File: src/rtl/alu_accum_sched_pkg.sv
// Shared types and widths for the alu_accum scheduler.
// Holds the FSM state encoding and the captured command payload.
package alu_accum_sched_pkg;

  localparam int unsigned DW  = 8;
  localparam int unsigned OPW = 3;
  localparam int unsigned RW  = 16;

  typedef enum logic [1:0] {
    IDLE,
    ISSUE,
    WAIT,
    RESP
  } sched_state_t;

  typedef struct packed {
    logic [DW-1:0]  ain;
    logic [DW-1:0]  bin;
    logic [OPW-1:0] opcode;
  } dp_cmd_t;

endpackage

File: src/rtl/alu_accum_sched_rr_arbiter.sv
// Combinational round-robin arbiter: grants the first requester at or after ptr, wrapping.
// Produces a one-hot grant plus its binary index.
module alu_accum_sched_rr_arbiter #(
  parameter  int unsigned NREQ = 2,
  localparam int unsigned IDW  = $clog2(NREQ)
) (
  input  logic [NREQ-1:0] req,
  input  logic [IDW-1:0]  ptr,
  output logic [NREQ-1:0] gnt,
  output logic [IDW-1:0]  gnt_idx
);

  logic           hi_hit;
  logic           lo_hit;
  logic [IDW-1:0] hi_idx;
  logic [IDW-1:0] lo_idx;

  // Descending scan so the lowest index in each half (at/after ptr, before ptr) wins.
  always_comb begin
    hi_hit = 1'b0;
    lo_hit = 1'b0;
    hi_idx = '0;
    lo_idx = '0;
    for (int i = NREQ - 1; i >= 0; i--) begin
      if (req[i]) begin
        if (IDW'(i) >= ptr) begin
          hi_hit = 1'b1;
          hi_idx = IDW'(i);
        end else begin
          lo_hit = 1'b1;
          lo_idx = IDW'(i);
        end
      end
    end
    gnt_idx = hi_hit ? hi_idx : lo_idx;
    gnt     = (hi_hit || lo_hit) ? (NREQ'(1) << gnt_idx) : '0;
  end

endmodule

File: src/rtl/alu_accum_sched.sv
// Shares one alu_accum datapath between NREQ requesters with round-robin arbitration,
// running one operation at a time and returning results on a tagged response channel.
module alu_accum_sched
  import alu_accum_sched_pkg::*;
#(
  parameter  int unsigned NREQ   = 2,
  parameter  int unsigned DP_LAT = 1,
  localparam int unsigned IDW    = $clog2(NREQ)
) (
  input  logic                clk,
  input  logic                rst_n,
  input  logic [NREQ-1:0]     req_valid,
  output logic [NREQ-1:0]     req_ready,
  input  logic [NREQ*DW-1:0]  req_ain,
  input  logic [NREQ*DW-1:0]  req_bin,
  input  logic [NREQ*OPW-1:0] req_opcode,
  output logic [DW-1:0]       dp_ain,
  output logic [DW-1:0]       dp_bin,
  output logic [OPW-1:0]      dp_opcode,
  output logic                dp_start,
  input  logic [RW-1:0]       dp_dataout,
  input  logic                dp_zero,
  output logic                rsp_valid,
  input  logic                rsp_ready,
  output logic [RW-1:0]       rsp_data,
  output logic                rsp_zero,
  output logic [IDW-1:0]      rsp_id,
  output logic                busy
);

  localparam int unsigned CW = $clog2(DP_LAT + 1);

  sched_state_t   state;
  logic [IDW-1:0] rr_ptr;
  logic [IDW-1:0] cur_id;
  logic [CW-1:0]  wait_cnt;
  logic [NREQ-1:0] gnt;
  logic [IDW-1:0] gnt_idx;
  dp_cmd_t        sel_cmd;
  logic           take;

  alu_accum_sched_rr_arbiter #(
    .NREQ (NREQ)
  ) u_arb (
    .req     (req_valid),
    .ptr     (rr_ptr),
    .gnt     (gnt),
    .gnt_idx (gnt_idx)
  );

  // Grant is only offered while idle, so at most one op is ever in flight.
  assign req_ready = (state == IDLE) ? gnt : '0;
  assign take      = |(req_valid & req_ready);

  // Operand mux driven by the one-hot grant.
  always_comb begin
    sel_cmd = '0;
    for (int i = 0; i < NREQ; i++) begin
      if (gnt[i]) begin
        sel_cmd.ain    = req_ain[i*DW +: DW];
        sel_cmd.bin    = req_bin[i*DW +: DW];
        sel_cmd.opcode = req_opcode[i*OPW +: OPW];
      end
    end
  end

  always_ff @(posedge clk or negedge rst_n) begin
    if (!rst_n) begin
      state     <= IDLE;
      rr_ptr    <= '0;
      cur_id    <= '0;
      wait_cnt  <= '0;
      dp_ain    <= '0;
      dp_bin    <= '0;
      dp_opcode <= '0;
      dp_start  <= 1'b0;
      rsp_valid <= 1'b0;
      rsp_data  <= '0;
      rsp_zero  <= 1'b0;
      rsp_id    <= '0;
      busy      <= 1'b0;
    end else begin
      dp_start <= 1'b0;
      case (state)
        IDLE: begin
          if (take) begin
            dp_ain    <= sel_cmd.ain;
            dp_bin    <= sel_cmd.bin;
            dp_opcode <= sel_cmd.opcode;
            cur_id    <= gnt_idx;
            dp_start  <= 1'b1;
            busy      <= 1'b1;
            state     <= ISSUE;
          end
        end
        ISSUE: begin
          wait_cnt <= CW'(DP_LAT);
          state    <= WAIT;
        end
        WAIT: begin
          // Counter hits zero on this edge: datapath output is valid now.
          if (wait_cnt == CW'(1)) begin
            wait_cnt  <= '0;
            rsp_data  <= dp_dataout;
            rsp_zero  <= dp_zero;
            rsp_id    <= cur_id;
            rsp_valid <= 1'b1;
            state     <= RESP;
          end else begin
            wait_cnt <= wait_cnt - CW'(1);
          end
        end
        RESP: begin
          if (rsp_ready) begin
            rsp_valid <= 1'b0;
            busy      <= 1'b0;
            rr_ptr    <= (rsp_id == IDW'(NREQ - 1)) ? '0 : rsp_id + IDW'(1);
            state     <= IDLE;
          end
        end
        default: state <= IDLE;
      endcase
    end
  end

endmodule
File: config.mk
export PLATFORM = sky130hd
export DESIGN_NAME = alu_accum_sched
export DESIGN_NICKNAME = d
export VERILOG_FILES = /design/src/rtl/alu_accum_sched_pkg.sv /design/src/rtl/alu_accum_sched_rr_arbiter.sv /design/src/rtl/alu_accum_sched.sv
export SDC_FILE = /design/constraint.sdc
export NUM_CORES = 1
export LEC_CHECK = 0
export BUFFER_PORTS_ARGS = -buffer_cell sky130_fd_sc_hd__buf_2
export CAP_MARGIN = 20
export CORE_MARGIN = 4
export CORE_UTILIZATION = 28
export DETAILED_ROUTE_END_ITERATION = 10
export GPL_TIMING_DRIVEN = 0
export PLACE_DENSITY_LB_ADDON = 0.3
export SKIP_CTS_REPAIR_TIMING = 1
export SYNTH_ARGS = -nofsm -noshare
export SYNTH_HDL_FRONTEND = slang
export SYNTH_HIERARCHICAL = 1
export SYNTH_SLANG_ARGS = --single-unit
File: constraint.sdc
create_clock -name clk -period 1.7 [get_ports clk]
set_clock_uncertainty 0.1 [all_clocks]
set_input_delay 0.17 -clock clk [delete_from_list [all_inputs] [get_ports clk]]
set_output_delay 0.17 -clock clk [all_outputs]
set_load 0.05 [all_outputs]
==> reports/metrics.yaml, run 1 <==
logic_synthesis:
  synthFlopType: "dfrtp_1"
  synth-edff-count: 0
  synth_cell_type_count: 26
  yosys_warnings: 6
  synth.most_common_cell: "dfrtp_1"
  synth_cells: 167
  synth_area_leaders: "dfrtp_1, mux2_1, a21oi_1, a22oi_1, ha_1"
  syn_nets: 231
  avgSynthCellArea_um2: 11.88
  synth.yosys.seq_area_share: 0.5678
  synth_top_area_cell: "dfrtp_1"
  synth_top_area_share: 0.5678
  ys_seq_elements: 45
  syn_area_mm2: 0.001983
  synthArstFlopShare: 1.000
  synthTopCellsByCount: "dfrtp_1, a21oi_1, mux2_1"
run_status:
  failed_checks: "negative setup slack"
  status: "finished with violations"
clocking:
  cts_buffers: 5
  cts_tree: "done"
  cts_max_path_buffers: 2
  path_clk_slew_ns: 0.09
  cts_max_level: 2
  cts.sinks: 45
  cts-root-buf: "clkbuf_8"
  clock_latency_ns: 0.30
pwr:
  total_power_mw: 6.754
  leakagePower_nw: 1.459
  ir_worst_vdd_v: 0.0009403
  power.density_mw_per_mm2: 2168
sta:
  period_minus_slack_ns: 1.755
  rsz0062_at_grt: "yes"
  fin_tns_setup_ns: -0.08957
  slew_violations: 0
  setup_viol: 3
  final.setup.worst_slack_ns: -0.05484
  final_hold_viol_count: 0
  fin_crit_sh: 1.032
  hold_slack_ns: 0.03131
  worstMarginPinSlew_ns: 0.5602
  relSlewSlack: 0.6266
  fmax_mhz: 569.9
worst_setup_path:
  worstPathArrival_ns: 1.48
  worstPathRequired_ns: 1.43
  cp_num_buf_inv: 4
  cp_slowest_stage_delay_ns: 0.43
  crit_top_cell: "buf_8"
  cp_max_fo: 6
  path_cells: "inv_1 > a21boi_2 > buf_6 > buf_8 > and2_4 > buf_8"
  path_class: "flop to primary output"
  slowest_stage: "dfrtp_1"
  startpoint_type: "flop"
  endpoint_kind: "primary output"
  critPathTopFamily: "buffers and inverters"
die:
  die_w_um: 92.16
  core_area_mm2: 0.006832
  io_pins: 102
  start_util: 0.2903
  die_h_um: 92.16
  dieArea_mm2: 0.008493
  num_rows: 30
hold_path:
  hold_path_class: "primary input to flop"
route:
  viasPerCell: 4.565
  drt_iter0_drc: 23
  drtPass1Iterations: 3
  drc: 0
  wl_per_cell_um: 14.10
  ant_nets: 0
  num_vias: 1803
  drt_wl_total_mm: 5.568
global_route:
  overflow: 0
  grt_pass1_wl_mm: 8.383
  grt_usage: 0.1257
  grt_antenna_before_repair: 0
  grt_max_degree: 46
  grt_pass1_vias: 1754
finish:
  nFillCells: 675
  syn_to_final_growth_pct: 57.10
  fin_cells: 395
  antenna_cells: 0
  layout.nets: 362
  final_core_util: 0.4560
  layout-drive-gt1-share: 0.4883
  postLayoutCellArea_mm2: 0.003115
job:
  maxCapViolCount: 0
placed_design:
  gp_congestion: 0.6594
  post-place-ws_ns: -0.3298
  post_dp_cell_area_mm2: 0.002609
  portBuffers: 101
  placed_cells: 364
  hpwlAfterDp_mm: 3.930
[logic make-up (layout without fill, tap and decap cells)]
family / after synthesis / in the layout / share of synthesized area
flops: 45 / 45 / 0.5678
compound gates: 66 / 66 / 0.2057
simple gates: 13 / 13 / 0.03596
buf+inv: 17 / 149 / 0.03911
fa+ha+maj: 4 / 4 / 0.02524
mux: 22 / 22 / 0.1262
[layout by cell type, fill, tap and decap left out, types with 2 or more instances in the layout]
cell and count:
a21oi_1 34, a21oi_2 4, a22oi_1 15, a22oi_2 2, a31oi_1 2, and2_4 3
buf_2 99, buf_4 6, buf_6 4, buf_8 4, clkbuf_4 2, clkbuf_8 5
dfrtp_1 44, dlygate4sd3_1 18, ha_1 2, ha_4 2, inv_1 3, inv_2 2
mux2_1 19, nand2_1 4, nand3b_1 2, o21ai_0 3, o2bb2ai_1 2
[layer usage]
layer | global-route usage | part of all wire | vias to the layer above
met5 | 0 | 0 | -
met4 | 0.04827 | 0.014 | 0
met3 | 0.02297 | 0.036 | 6
met2 | 0.2348 | 0.55 | 44
met1 | 0.1401 | 0.40 | 883
li1 | - | - | 870
[state kept, by name (all words and copies together), names as in the netlist]
name,cells
rsp_data,16
rsp_valid,1
rr_ptr,1
dp_opcode,3
busy,1
dp_start,1
rsp_zero,1
dp_bin,8
state,2
dp_ain,8
rsp_id,1
cur_id,1
wait_cnt,1
[worst paths after layout]
kind / to / cells after the start / slack, ns / start
max in group asynchronous: dp_bin[5]$_DFFE_PN0P_ / 3 / 0.68 / rst_n
max: req_ready[1] / 6 / -0.05 / rr_ptr$_DFFE_PN0P_
min in group asynchronous: rsp_data[3]$_DFFE_PN0P_ / 2 / 0.31 / rst_n
min reg2reg: rsp_id$_DFFE_PN0P_ / 1 / 0.39 / cur_id$_DFFE_PN0P_
min: dp_bin[1]$_DFFE_PN0P_ / 3 / 0.03 / req_bin[9]
max reg2reg: state[1]$_DFFE_PN0P_ / 6 / -0.03 / rr_ptr$_DFFE_PN0P_
[cell type report]
class	count	area [µm²]	share of cell area
plain buffers	12	113.9	0.03655
flip-flops and latches	45	1127	0.3618
inverters	5	18.77	0.006024
well taps	96	120.1	0.03855
clock inverters	3	46.29	0.01486
multi-input cells	105	857.1	0.2751
repair buffers	124	763.2	0.2450
clock buffers	5	68.82	0.02209
[power by group]
| part | switching [mW] | internal (mW) |
|---|---|---|
| clock | 0.386 | 0.440 |
| combinational | 2.77 | 1.25 |
| sequential | 0.298 | 1.61 |
| total | 3.45 | 3.30 |
[worst min-delay path, stage by stage]
cell and delay (ns):
buf_2 0.10, nand2_1 0.05, a31oi_1 0.07
Note: power is estimated with default switching activity, not from simulation.
==> run 2, diff against run 1 <==
--- a/config.mk
+++ b/config.mk
@@ -5,12 +5,16 @@
 export SDC_FILE = /design/constraint.sdc
 export NUM_CORES = 1
 export LEC_CHECK = 0
+export ABC_AREA = 0
 export BUFFER_PORTS_ARGS = -buffer_cell sky130_fd_sc_hd__buf_2
 export CAP_MARGIN = 20
+export CELL_PAD_IN_SITES_DETAIL_PLACEMENT = 1
+export CELL_PAD_IN_SITES_GLOBAL_PLACEMENT = 2
 export CORE_MARGIN = 4
-export CORE_UTILIZATION = 28
+export CORE_UTILIZATION = 24
 export DETAILED_ROUTE_END_ITERATION = 10
 export GPL_TIMING_DRIVEN = 0
+export MAX_ROUTING_LAYER = met4
 export PLACE_DENSITY_LB_ADDON = 0.3
 export SKIP_CTS_REPAIR_TIMING = 1
 export SYNTH_ARGS = -nofsm -noshare
==> run 2 against run 1 <==
The run now ends clean. Routed wire length increased by 16%. Utilization fell by 5.8 points. Critical endpoint unchanged. Highest routed layer unchanged. Final cell count is 3.0% higher. Die area up 15%. Worst setup slack improved by 0.065 ns.
==> reports/metrics.yaml, run 2 (synthesized netlist as in run 1, its figures left out) <==
run_status:
  status: "completed"  # was finished with violations
finish:
  postLayoutCellArea_mm2: 0.003143  # was 0.003115 mm²
  syn_to_final_growth_pct: 58.49  # was 57.10%
  top_register: "rsp_data"  # unchanged
  layout.nets: 368  # was 362
  largest_reg_flops: 16  # unchanged
  fin_cells: 407  # was 395
  layout-drive-gt1-share: 0.4787  # was 0.4883
  reg_top3: "rsp_data: 16 flops, dp_ain: 8 flops, dp_bin: 8 flops"  # unchanged
  final_cell_mix: "buf_2, dfrtp_1, a21oi_1"  # unchanged
  final_common_cell: "buf_2"  # unchanged
  antenna_cells: 0  # unchanged
clocking:
  cts_buffers: 5  # unchanged
  cts_max_path_buffers: 2  # unchanged
  cts_max_level: 2  # unchanged
  cts_tree: "done"  # unchanged
  path_clk_slew_ns: 0.09  # about the same
  clock_latency_ns: 0.30  # about the same
  cts-root-buf: "clkbuf_8"  # unchanged
  cts.sinks: 45  # unchanged
worst_setup_path:
  worstPathArrival_ns: 1.42  # was 1.48 ns
  endpoint_kind: "primary output"  # unchanged
  path_class: "flop to primary output"  # unchanged
  path_cells: "inv_2 > ha_4 > buf_8 > and2_4 > buf_8"  # was inv_1 > a21boi_2 > buf_6 > buf_8 > and2_4 > buf_8
  timing.rr.end: "state[1]$_DFFE_PN0P_"  # unchanged
  slowest_stage: "dfrtp_1"  # unchanged
  worstPathRequired_ns: 1.43  # about the same
  rrSetupSlack_ns: 0.01  # was -0.03 ns
  timing.rr.start: "rr_ptr$_DFFE_PN0P_"  # unchanged
  cp.depth: 5  # was 6
  startpoint_type: "flop"  # unchanged
  crit_top_cell: "buf_8"  # unchanged
  cp_slowest_stage_delay_ns: 0.43  # about the same
  critPathTopFamily: "flip-flops"  # was buffers and inverters
  r2r_cells: 5  # was 6
  cp_max_fo: 6  # unchanged
  cp_num_buf_inv: 3  # was 4
pwr:
  ir_worst_vdd_v: 0.0008179  # was 0.0009403 V
  total_power_mw: 6.866  # was 6.754 mW
  power.density_mw_per_mm2: 2184  # was 2168 mW/mm²
  p_seq_frac: 0.278  # was 0.283
  swShare: 0.5081  # was 0.5108
  internal_power_mw: 3.377  # was 3.304 mW
  leakagePower_nw: 1.496  # was 1.459 nW
  power.switching_mw: 3.488  # was 3.450 mW
  combPwrFrac: 0.598  # was 0.595
  p_clk_frac: 0.125  # was 0.122
sta:
  fin_crit_sh: 0.9940  # was 1.032
  fmax_mhz: 591.8  # was 569.9 MHz
  period_minus_slack_ns: 1.690  # was 1.755 ns
  slew_violations: 0  # unchanged
  worstMarginPinSlew_ns: 0.4495  # was 0.5602 ns
  setup_viol: 0  # was 3
  rsz0062_at_grt: "yes"  # unchanged
  final.setup.worst_slack_ns: 0.01017  # was -0.05484 ns
  relSlewSlack: 0.7003  # was 0.6266
  final_hold_viol_count: 0  # unchanged
global_route:
  grt_pass1_vias: 1985  # was 1,754
  grt_usage: 0.1292  # was 0.1257
  grt_pass1_wl_mm: 9.867  # was 8.383 mm
  overflow: 0  # unchanged
  grt_antenna_before_repair: 0  # unchanged
  grt_max_degree: 46  # unchanged
route:
  drtPass1Iterations: 4  # was 3
  drt_wl_total_mm: 6.432  # was 5.568 mm
  drc: 0  # unchanged
  drt_iter0_drc: 44  # was 23
  viasPerCell: 4.590  # was 4.565
  ant_nets: 0  # unchanged
  wl_per_cell_um: 15.80  # was 14.10 µm
  num_vias: 1868  # was 1,803
die:
  num_rows: 32  # was 30
  io_pins: 102  # unchanged
  die_h_um: 98.90  # was 92.16 µm
  core_area_mm2: 0.007888  # was 0.006832 mm²
  start_util: 0.2514  # was 0.2903
  die_w_um: 98.90  # was 92.16 µm
  dieArea_mm2: 0.009781  # was 0.008493 mm²
hold_path:
  hold-path-cell-count: 3  # unchanged
  hold_path_class: "primary input to flop"  # unchanged
  hold_path_end: "dp_bin[1]$_DFFE_PN0P_"  # unchanged
  holdCritStartpoint: "req_bin[9]"  # unchanged
placed_design:
  gp_congestion: 0.7498  # was 0.6594
  post-place-ws_ns: -0.4593  # was -0.3298 ns
  placed_cells: 370  # was 364
  post_dp_cell_area_mm2: 0.002616  # was 0.002609 mm²
  hpwlAfterDp_mm: 4.474  # was 3.930 mm
  portBuffers: 101  # unchanged
job:
  maxCapViolCount: 0  # unchanged
run 2: how the worst max path moves through the flow:
stage	slack, ns	endpoint	startpoint
6_report	0.01	req_ready[1]	state[1]$_DFFE_PN0P_
3_3_place_gp	-0.36	dp_opcode[2]$_DFFE_PN0P_	rr_ptr$_DFFE_PN0P_
5_1_grt	-0.06	req_ready[1]	rr_ptr$_DFFE_PN0P_
3_5_place_dp	-0.46	dp_ain[1]$_DFFE_PN0P_	rr_ptr$_DFFE_PN0P_
4_1_cts	-0.58	req_ready[0]	state[0]$_DFFE_PN0P_
2_1_floorplan	0.01	req_ready[0]	state[0]$_DFFE_PN0P_
run 2: per-layer routing:
metal	vias to the layer above	global-route usage	routed length, µm
li1	883	-	-
met1	925	0.1553	2666
met2	51	0.2175	3375
met3	9	0.02831	287
met4	0	0.03676	102
met5	-	-	0
run 2: through the flow:
stage	hold WS, ns	utilization	setup TNS (ns)
4_1_cts	-0.03909	0.3464	-11.78
3_3_place_gp	0.2811	0.3317	-7.184
6_report	0.03354	0.3985	0
5_1_grt	0.04221	0.3985	-0.2659
3_5_place_dp	0.2861	0.3317	-10.04
2_1_floorplan	-0.2256	-	0
run 2: power groups by stage:
stage	logic (mW)	registers [mW]	clock network (mW)
final	4.10	1.91	0.856
after global routing	4.37	1.98	0.939
after detailed placement	3.77	1.91	0
after CTS	3.79	1.90	0.899
after global placement	3.72	1.89	0
after floorplan	1.13	3.57	0
run 2: cell type report:
cell class	instances	area, µm²
multi-input combinational	105	829.5
buffer	12	111.4
sequential	45	1126
timing repair buffer	130	813.3
inverter	5	18.77
clock inverter	1	30.03
clock buffer	7	86.33
tap	102	127.6
fill	893	4745
run 2: tightest hold or removal path, stage by stage:
cell,delay [ns]
buf_2,0.10
nand2_1,0.05
a31oi_1,0.07
